### config.mk
export PLATFORM = sky130hd
export DESIGN_NAME = jt053247_draw
export DESIGN_NICKNAME = d
export VERILOG_FILES = /design/src/rtl/jt053247_pkg.sv /design/src/rtl/jt053247_rowsel.sv /design/src/rtl/jt053247_draw.sv
export SDC_FILE = /design/constraint.sdc
export NUM_CORES = 1
export LEC_CHECK = 0
export BUFFER_PORTS_ARGS = -buffer_cell sky130_fd_sc_hd__buf_2
export CORE_MARGIN = 2
export CORE_UTILIZATION = 44
export CTS_CLUSTER_DIAMETER = 150
export DETAILED_ROUTE_END_ITERATION = 8
export PLACE_DENSITY = 0.74
export SKIP_LAST_GASP = 1
export SLEW_MARGIN = 20
export SYNTH_ARGS = -nofsm -noshare
export SYNTH_HDL_FRONTEND = slang
export SYNTH_HIERARCHICAL = 1
export SYNTH_SLANG_ARGS = --single-unit
export TNS_END_PERCENT = 50
### constraint.sdc
create_clock -name clk -period 7.2 [get_ports clk]
set_clock_uncertainty 0.05 [all_clocks]
set_input_delay 1.44 -clock clk [delete_from_list [all_inputs] [get_ports clk]]
set_output_delay 1.44 -clock clk [all_outputs]
set_load 0.1 [all_outputs]
### src/rtl/jt053247_pkg.sv
// Shared types and constants for the 053247 sprite tile-row drawer.
// Holds the draw FSM state type plus zoom and runaway-cap constants.
package jt053247_pkg;

    typedef enum logic [1:0] {StIdle, StFetch0, StFetch1, StDraw} state_t;

    localparam logic [9:0]  ZOOM_UNIT = 10'h40;
    localparam int unsigned MAX_DPX   = 512;
    localparam int unsigned PXW       = 4;
    localparam logic [8:0]  DPX_LAST  = 9'(MAX_DPX - 1);

    // A zero zoom would never advance the accumulator; force the slowest step.
    function automatic logic [9:0] zoom_step(input logic [9:0] hzoom);
        return (hzoom == '0) ? 10'd1 : hzoom;
    endfunction

endpackage

### src/rtl/jt053247_rowsel.sv
// Holds the 16-pixel tile row fetched as two ROM words and selects one pixel
// by source index, optionally mirrored.
module jt053247_rowsel
    import jt053247_pkg::*;
(
    input  logic           clk,
    input  logic           rst,
    input  logic           load_lo,
    input  logic           load_hi,
    input  logic [31:0]    data,
    input  logic [3:0]     src,
    input  logic           hflip,
    output logic [PXW-1:0] pix
);

    logic [63:0] row;
    logic [3:0]  idx;
    logic [5:0]  base;

    always_ff @(posedge clk or posedge rst) begin
        if (rst) begin
            row <= '0;
        end else begin
            if (load_lo) row[63:32] <= data;
            if (load_hi) row[31:0]  <= data;
        end
    end

    assign idx  = hflip ? (4'd15 - src) : src;
    // Pixel 0 sits in the top nibble, so pixel i starts at bit 4*(15-i).
    assign base = {~idx, 2'b00};
    assign pix  = row[base +: PXW];

endmodule

### src/rtl/jt053247_draw.sv
// Tile-row drawer: fetches one 16-pixel row as two ROM words, then writes
// zoomed pixels into the line buffer, one destination column per clock.
module jt053247_draw
    import jt053247_pkg::*;
(
    input  logic        clk,
    input  logic        rst,
    input  logic        dr_start,
    output logic        dr_busy,
    input  logic [15:0] code,
    input  logic [9:0]  attr,
    input  logic [1:0]  shd,
    input  logic        hflip,
    input  logic [8:0]  hpos,
    input  logic [3:0]  ysub,
    input  logic [9:0]  hzoom,
    input  logic        hz_keep,
    output logic [20:0] rom_addr,
    output logic        rom_cs,
    input  logic        rom_ok,
    input  logic [31:0] rom_data,
    output logic        buf_we,
    output logic [8:0]  buf_addr,
    output logic [15:0] buf_data
);

    state_t         state;
    logic [10:0]    acc;
    logic [10:0]    acc_nxt;
    logic [9:0]     step;
    logic [9:0]     attr_l;
    logic [1:0]     shd_l;
    logic           hflip_l;
    logic [8:0]     xcur;
    logic [8:0]     dpx_cnt;
    logic           load_lo;
    logic           load_hi;
    logic [PXW-1:0] pix;

    assign acc_nxt = acc + {1'b0, step};
    assign load_lo = (state == StFetch0) && rom_ok;
    assign load_hi = (state == StFetch1) && rom_ok;

    always_ff @(posedge clk or posedge rst) begin
        if (rst) begin
            state    <= StIdle;
            dr_busy  <= 1'b0;
            rom_cs   <= 1'b0;
            rom_addr <= '0;
            acc      <= '0;
            xcur     <= '0;
            dpx_cnt  <= '0;
            step     <= '0;
            attr_l   <= '0;
            shd_l    <= '0;
            hflip_l  <= 1'b0;
        end else begin
            unique case (state)
                StIdle: begin
                    if (dr_start) begin
                        state    <= StFetch0;
                        dr_busy  <= 1'b1;
                        rom_cs   <= 1'b1;
                        rom_addr <= {code, ysub, 1'b0};
                        step     <= zoom_step(hzoom);
                        attr_l   <= attr;
                        shd_l    <= shd;
                        hflip_l  <= hflip;
                        dpx_cnt  <= '0;
                        // Chained tiles keep the column and only the sub-pixel fraction.
                        if (hz_keep) begin
                            acc <= {1'b0, acc[9:0]};
                        end else begin
                            acc  <= '0;
                            xcur <= hpos;
                        end
                    end
                end
                StFetch0: begin
                    if (rom_ok) begin
                        state       <= StFetch1;
                        rom_addr[0] <= 1'b1;
                    end
                end
                StFetch1: begin
                    if (rom_ok) begin
                        state  <= StDraw;
                        rom_cs <= 1'b0;
                    end
                end
                StDraw: begin
                    xcur    <= xcur + 9'd1;
                    acc     <= acc_nxt;
                    dpx_cnt <= dpx_cnt + 9'd1;
                    if (acc_nxt[10] || (dpx_cnt == DPX_LAST)) begin
                        state   <= StIdle;
                        dr_busy <= 1'b0;
                    end
                end
                default: state <= StIdle;
            endcase
        end
    end

    jt053247_rowsel u_rowsel (
        .clk     (clk),
        .rst     (rst),
        .load_lo (load_lo),
        .load_hi (load_hi),
        .data    (rom_data),
        .src     (acc[9:6]),
        .hflip   (hflip_l),
        .pix     (pix)
    );

    assign buf_we   = (state == StDraw) && (pix != '0);
    assign buf_addr = xcur;
    assign buf_data = {shd_l, attr_l, pix};

endmodule

==> summary.txt, run 1 <==
R2R depth - 7
met3 WL - 889 microns
maximum clock path buffer count - 2
Worst Hold Class - register to register
drc violations - 0
# port buffers - 137
Synth Cell Area - 7037 sq um
critical path depth - 8
Worst R2R End - buf_addr[3]
Yosys Warn Count - 6
Post-Synth XOR/XNOR Area - 1.725%
setup TNS - 0 ns
Clk Tree Root Cell - clkbuf_16
final cycle utilization of the critical path - 74.81%
multiplexer share of the synthesized area - 21.57%
first-pass GRT wire length - 25790 microns
RSZ-0062 raised after global routing - no
H-Tree Level Count - 4
Slew Limit Headroom - 31.03%
IO Count - 138
library cells used by synthesis - 65
drt first pass iters - 6
status - finished clean
RePlAce Congestion - 0.9261
crit path from - hflip_l
Die Area - 17020 sq um
CP max FO - 24
Startpoint Class - register
Sinks on Clock Net - 141
syn nets - 679
CTS tree - done
area grow syn2layout - 20.55%
Post-DP HPWL - 11400 microns
Core Rows - 46
maxcap violations - 0
Die Y - 130.5 microns
CP Capture Type - output port
CP max stage delay - 0.95 ns
Syn Inst Count - 572
post-cts hold buffer count - 0
share of cells above drive strength 1 - 42.46%
Routed met2 length - 7962 microns
initial antenna violation count - 0
number of synthesized flops with an enable pin - 0
adder-cell share of the synthesized area - 3.307%
Routed met1 length - 7241 microns
1st-iter DRT viols - 429
launch point of the worst reg-to-reg path - state[0]
largest net degree at the start of global routing - 78
Nets - 811
vias in the first global route - 5233
final hold vios - 0
crit path cell chain - nor2b_1 -> a221oi_1 -> a21oi_1 -> a2111oi_0 -> o22ai_1 -> nor4_1 -> nor2_1 -> buf_2
DR vias - 5175
Clock transition at path regs - 0.06 ns
top routing layer in use - met4
Buf/Inv on CP - 1
FILL cells - 1403
flop-to-flop setup slack - 4.27 ns
gr usage total - 19.37%
Worst EP arrival - 3.90 ns
crit path to - buf_we
setup bufs post-CTS - 0
Final setup viols - 0
main combinational cell family by area after synthesis - multiplexers
hold slack final - 0.4384 ns
WL final - 16180 microns
CTS Buf Count - 17
Async S/R FF share, synth - 100.0%
Clk Latency, worst-skew pair - 0.42 ns
initial core utilization - 44.62%
Slowest cell on crit path - dfrtp_1
Max Slew Vio Count - 0
Tmin final - 5.386 ns
Hold Crit Depth - 2
delay-heaviest family, CP - compound AO/OA/AOI/OAI gates
syn_area_per_cell - 12.30 sq um
register area share after synthesis - 50.14%
Tightest Pin Transition - 1.031 ns
Core Footprint - 15770 sq um
Ant. Diodes - 0
post-synthesis compound-gate area fraction - 12.77%
post-cts resize count - 0
DRT antenna net count - 0
Via-to-Cell Ratio - 5.553
Worst EP required - 5.71 ns
Top FF cell, synth - dfrtp_1
simple-gate share of the synthesized area - 7.592%
Setup CP Type - register to output port
Congestion Overflow GR - 0
Yosys reg bits - 141
Non-Filler Instances - 932
Cells after DPL - 901
Finished Core Util - 53.79%
Max Clock Freq - 185.7 MHz
Die X - 130.5 microns
WL/cell - 17.36 microns
==> worst min path at each step <==
stage	from	end	slack, ns
floorplan	acc[0]	acc[0]	0.40
global placement	acc[0]	acc[0]	0.41
detailed placement	acc[0]	acc[0]	0.43
CTS	acc[0]	acc[0]	0.44
global route	attr_l[7]	attr_l[7]	0.47
finish	acc[0]	acc[0]	0.44
==> metrics by stage <==
stage / worst slack, ns / instance area, sq um
finish: 1.814 / 8483
global route: 1.472 / 8483
CTS: 1.881 / 8483
detailed placement: 2.314 / 7881
global placement: 2.495 / 7881
floorplan: 1.327 / 7037
==> metal layers <==
layer,vias to the layer above,GRT usage (%)
li1,2402,-
met1,2580,25.29
met2,185,32.06
met3,8,5.985
met4,0,4.318
met5,-,0
==> area by class of cell <==
type | instances | area, sq um | share of cell area, %
repair buffers | 142 | 723.2 | 8.525
clock buffers | 19 | 442.9 | 5.221
inverters | 14 | 52.55 | 0.6195
flip-flops and latches | 141 | 3528 | 41.59
clock inverters | 12 | 158.9 | 1.873
multi-input cells | 388 | 3307 | 38.98
well taps | 216 | 270.3 | 3.186
==> cell families after synthesis <==
family / count (synthesis)
muxes: 127
adders and majority gates: 18
DFF: 141
buffers and inverters: 43
and+or+nand+nor: 104
xor gates and xnor gates: 13
AOI/OAI and AO/OA: 126
==> flip-flops by register name, summed over array words and instances, names as in the netlist, 2 cells and up <==
register / flops
attr_l: 10
dpx_cnt: 9
acc: 11
u_rowsel/row: 64
rom_addr: 21
state: 2
step: 10
shd_l: 2
buf_addr: 9
==> Yosys cell counts (all sizes together) (3+ instances only) <==
cell,n,area share [%]
and3,7,0.62
a32o,3,0.43
buf,19,1.6
mux4,8,2.6
a31oi,7,0.89
a221oi,7,0.87
nand3,13,0.92
nand2,26,1.4
ha,17,3.0
o31ai,3,0.32
o22ai,18,1.6
nor2b,9,0.80
clkbuf,10,0.53
mux2,111,18
mux2i,8,1.1
a22o,11,1.4
nand2b,3,0.27
nor2,24,1.3
a21oi,25,1.8
o21ai,21,1.5
nor3,4,0.44
inv,14,0.75
a22oi,5,0.53
xor2,7,0.98
a21o,3,0.32
and2,5,0.44
or3,3,0.27
xnor2,6,0.75
dfrtp,141,50
==> worst reg2reg max path, cell delays in order (launching register included) <==
cell and delay, ns:
dfrtp_1 0.40, ha_1 0.71, inv_1 0.44, nor2_1 0.24, a21o_1 0.42, nand2_1 0.26, o22ai_1 0.21, a21oi_1 0.06
==> placed cells by master, fill, tap and decap left out, types with 4 or more instances in the layout <==
master / instances
a21oi_1: 24
a221oi_1: 7
a22o_1: 11
a22oi_1: 5
a31oi_1: 4
and2_1: 5
and3_1: 7
buf_2: 137
buf_4: 5
clkbuf_16: 17
dfrtp_1: 141
ha_1: 17
inv_1: 11
inv_6: 5
mux2_2: 109
mux2i_1: 8
mux4_2: 7
nand2_1: 25
nand3_1: 13
nor2_1: 23
nor2b_1: 9
o21ai_0: 18
o22ai_1: 18
xnor2_1: 6
xor2_1: 6
Power of run 1 is left out: the tool's default activity adds up to more than one toggle a clock period on the data nets, which glitch-free logic cannot reach.
==> run 2, diff against run 1 <==
PLACE_DENSITY = 0.77   (was 0.74)
clock period = 4.4 ns   (was 7.2 ns; I/O delays follow)
==> summary.txt, run 2 (same netlist as run 1, synthesis figures left out) <==
DR vias - 5145
setup bufs post-CTS - 0
WL/cell - 17.00 microns
final hold vios - 0
Die Y - 130.5 microns
initial core utilization - 44.62%
Die X - 130.5 microns
# port buffers - 137
hold_sp - acc[0]
Congestion Overflow GR - 0
CP max FO - 16
multi-input combinational cell area - 3333 sq um
share of cells above drive strength 1 - 43.55%
Hold Crit Depth - 2
Cells after DPL - 905
Clk Tree Root Cell - clkbuf_16
Post-DP HPWL - 11210 microns
IO Count - 138
first-pass GRT wire length - 25700 microns
CTS Buf Count - 17
CTS tree - done
Die Area - 17020 sq um
Setup CP Type - register to output port
final cycle utilization of the critical path - 92.35%
post-cts hold buffer count - 0
commonest non-fill, non-tap cell in the layout - dfrtp_1
largest registers - u_rowsel/row: 64 flops, rom_addr: 21 flops, acc: 11 flops
H-Tree Level Count - 4
Ant. Diodes - 0
crit path cell chain - inv_2 -> mux2i_1 -> nor2b_1 -> a2111oi_0 -> o22ai_2 -> nor4_1 -> nor2_2 -> buf_2
vias in the first global route - 5155
R2R depth - 9
Biggest register - u_rowsel/row
RePlAce Congestion - 0.8632
Buf/Inv on CP - 2
flop-to-flop setup slack - 1.81 ns
Sinks on Clock Net - 141
Slowest cell on crit path - dfrtp_1
drt first pass iters - 5
Worst R2R End - state[1]
critical path depth - 8
largest net degree at the start of global routing - 46
Worst EP arrival - 3.13 ns
Hold EP - acc[0]
DRT antenna net count - 0
Tightest Pin Transition - 0.7853 ns
post-cts resize count - 0
Worst Hold Class - register to register
setup TNS - 0 ns
Core Rows - 46
CP Capture Type - output port
Clock transition at path regs - 0.06 ns
status - finished clean
Non-Filler Instances - 937
drc violations - 0
Max Clock Freq - 246.1 MHz
delay-heaviest family, CP - flip-flops
Slew Limit Headroom - 47.58%
Max Slew Vio Count - 0
Startpoint Class - register
max reg flops - 64
maximum clock path buffer count - 2
Final setup viols - 0
Core Footprint - 15770 sq um
Tmin final - 4.063 ns
most frequent cells in the layout - dfrtp_1, buf_2, mux2_2, nand2_1, a21oi_1
maxcap violations - 0
FILL cells - 1401
Clk Latency, worst-skew pair - 0.42 ns
launch point of the worst reg-to-reg path - acc[0]
Nets - 815
1st-iter DRT viols - 339
area grow syn2layout - 20.79%
RSZ-0062 raised after global routing - no
register area - 3528 sq um
initial antenna violation count - 0
CP max stage delay - 0.72 ns
Via-to-Cell Ratio - 5.491
gr usage total - 19.57%
Worst EP required - 3.47 ns
WL final - 15930 microns
-- run 2: cell count changes in the layout (fill, tap and decap cells not counted), moves of 2 or more --
cell,before,now
o22ai_2,0,3
clkinvlp_4,2,6
clkinv_2,2,5
bufinv_16,3,1
o22ai_1,18,15
buf_4,5,9
clkinv_4,0,2
inv_6,5,1
-- run 2: stage by stage --
stage	setup WS (ns)	util (%)	area (sq um)	hold WS (ns)
floorplan	0.1695	-	7058	0.3953
detailed placement	0.8098	50.31	7934	0.4197
global placement	0.8116	50.31	7934	0.4122
finish	0.3367	53.90	8499	0.4335
CTS	0.3161	53.86	8494	0.4374
global route	0.02080	53.90	8499	0.4659
-- run 2: how the worst max path moves through the flow --
stage,end,startpoint
after floorplan,buf_we,hflip_l
final,buf_we,acc[6]
after detailed placement,buf_we,acc[6]
after global placement,buf_we,acc[6]
after global routing,buf_we,acc[6]
after CTS,buf_we,acc[6]
-- run 2: area by class of cell --
type,count,area share [%]
flip-flops and latches,141,41.51
multi-input cells,388,39.22
repair buffers,146,8.862
clock buffers,18,5.167
well taps,216,3.180
clock inverters,14,1.428
inverters,14,0.6330
-- run 2: routing by layer --
layer  up-vias  wire length [microns]  GRT usage, %
met1      2535                   7086         25.04
met5         -                      0             0
met4         0                    253         6.070
met3        26                   1017         6.107
met2       169                   7575         32.09
li1       2415                      -             -
-- run 2: worst reg2reg max path, cell delays in order, from the launching register on --
cell      delay, ns
dfrtp_1        0.35
ha_1           0.17
inv_1          0.05
fa_1           0.39
nand2b_1       0.18
a21oi_1        0.18
o211a_1        0.24
mux2_4         0.33
nor3_4         0.20
mux2_1         0.33
Power of run 2 is left out for the same reason.
==> run 3, diff against run 2 <==
--- a/constraint.sdc
+++ b/constraint.sdc
@@ -4,2 +4,2 @@
 set_output_delay 0.88 -clock clk [all_outputs]
-set_load 0.1 [all_outputs]
+set_load 0.02 [all_outputs]
==> summary.txt, run 3 (same netlist as run 1, synthesis figures left out) <==
Seq pwr share - 33.1%
Comb pwr share - 46.2%
CTS Buf Count - 17
1st-iter DRT viols - 316
Worst EP arrival - 3.14 ns
Sinks on Clock Net - 141
H-Tree Level Count - 4
max reg flops - 64
Max Clock Freq - 245.8 MHz
final setup margin - 0.3308 ns
Slew Limit Headroom - 43.79%
status - finished clean
Via-to-Cell Ratio - 5.431
DRT antenna net count - 0
setup bufs post-CTS - 0
Max Slew Vio Count - 0
WL final - 15950 microns
Biggest register - u_rowsel/row
share of cells above drive strength 1 - 43.13%
switch share - 39.08%
final cycle utilization of the critical path - 92.48%
commonest non-fill, non-tap cell in the layout - dfrtp_1
Final setup viols - 0
CTS tree - done
IO Count - 138
flop-to-flop setup slack - 1.46 ns
GRT met3 Usage - 6.393%
Ant. Diodes - 0
drt first pass iters - 5
most frequent cells in the layout - dfrtp_1, buf_2, mux2_2, nand2_1, a21oi_1
total chip power - 7.383 mW
crit path from - acc[7]
worst vdd ir - 423.4 uV
drc violations - 0
met1 global-route usage - 25.83%
Worst Hold Class - register to register
RSZ-0062 raised after global routing - no
pre-CTS setup slack - 0.4529 ns
Clock transition at path regs - 0.06 ns
PD cells - 862.5 nW/um^2
Tmin final - 4.069 ns
Clk Latency, worst-skew pair - 0.42 ns
largest registers - u_rowsel/row: 64 flops, rom_addr: 21 flops, acc: 11 flops
reported net switching power - 2.885 mW
Startpoint Class - register
initial antenna violation count - 0
RePlAce Congestion - 0.8802
crit path cell chain - and2_1 -> mux2i_1 -> nor2b_1 -> a2111oi_0 -> o22ai_1 -> nor4_2 -> buf_4 -> nor2_1 -> buf_2
crit path to - buf_we
Pint - 4.498 mW
DR vias - 5089
maxcap violations - 0
first-pass GRT wire length - 26010 microns
Die Area - 17020 sq um
CP Capture Type - output port
Slowest cell on crit path - dfrtp_2
gr usage total - 19.96%
Die X - 130.5 microns
Die Y - 130.5 microns
maximum clock path buffer count - 2
Clk Tree Root Cell - clkbuf_16
final hold vios - 0
R2R depth - 7
vias in the first global route - 5192
Tightest Pin Transition - 0.8432 ns
# port buffers - 137
launch point of the worst reg-to-reg path - state[0]
CP max FO - 17
Core Footprint - 15770 sq um
static leakage - 3.863 nW
Setup CP Type - register to output port
initial core utilization - 44.62%
Worst EP required - 3.47 ns
grt met2 use - 32.40%
Post-DP HPWL - 11360 microns
Nets - 815
CP max stage delay - 0.53 ns
Worst R2R End - buf_addr[5]
setup TNS - 0 ns
largest net degree at the start of global routing - 60
Congestion Overflow GR - 0
area grow syn2layout - 21.64%
Core Rows - 46
WL/cell - 17.02 microns
gr busiest metal - met2
clock share of power - 20.6%
## run 3: per-stage QoR
stage | instances | util, % | cell area, sq um | hold WS [ns]
after global routing | 937 | 54.28 | 8559 | 0.4650
after floorplan | 572 | - | 7037 | 0.3953
after CTS | 937 | 54.22 | 8551 | 0.4337
final | 937 | 54.28 | 8559 | 0.4270
after global placement | 905 | 50.17 | 7913 | 0.4095
after detailed placement | 905 | 50.17 | 7913 | 0.4198
## run 3: how the worst min path moves through the flow
stage	from	slack, ns	endpoint	cells past startpoint
after floorplan	acc[0]	0.40	acc[0]	2
after global placement	acc[0]	0.41	acc[0]	2
after detailed placement	acc[0]	0.42	acc[0]	2
after CTS	acc[0]	0.43	acc[0]	2
after global routing	attr_l[5]	0.46	attr_l[5]	1
final	acc[0]	0.43	acc[0]	2
## run 3: power by group through the flow
| stage | logic, mW | clock network, mW | registers [mW] |
|---|---|---|---|
| CTS | 3.43 | 1.56 | 2.44 |
| floorplan | 2.39 | 0 | 2.52 |
| global placement | 3.31 | 0 | 2.43 |
| detailed placement | 3.39 | 0 | 2.45 |
| finish | 3.41 | 1.52 | 2.45 |
| global route | 3.74 | 1.62 | 2.53 |
## run 3: worst max-delay path, delay by kind of cell (launching register included)
kind                   cells  cell delay [ns]
flip-flops                 1             0.53
AND/OR/NAND/NOR            4             0.87
buffers and inverters      2             0.36
AO/OA/AOI/OAI              2             0.69
multiplexers               1             0.27
## run 3: cell type report
| class | count | area (sq um) |
|---|---|---|
| flip-flops and latches | 141 | 3530 |
| well taps | 216 | 270.3 |
| clock inverters | 13 | 188.9 |
| multi-input cells | 388 | 3319 |
| clock buffers | 19 | 442.9 |
| inverters | 14 | 55.05 |
| fillers | 1409 | 7211 |
| repair buffers | 146 | 753.2 |
## run 3: layer usage
| metal | routed length, microns | vias to the layer above |
|---|---|---|
| li1 | - | 2417 |
| met1 | 7117 | 2513 |
| met2 | 7712 | 143 |
| met3 | 955 | 16 |
| met4 | 165 | 0 |
| met5 | 0 | - |
## run 3: timing repair
item,4_1_cts,5_1_grt
endpoints found under the hold margin,0,0
pin swaps,0,0
hold buffers,0,0
gates resized for setup,1,2
setup endpoints to repair,1,1
Power figures use the tool's default switching activity.
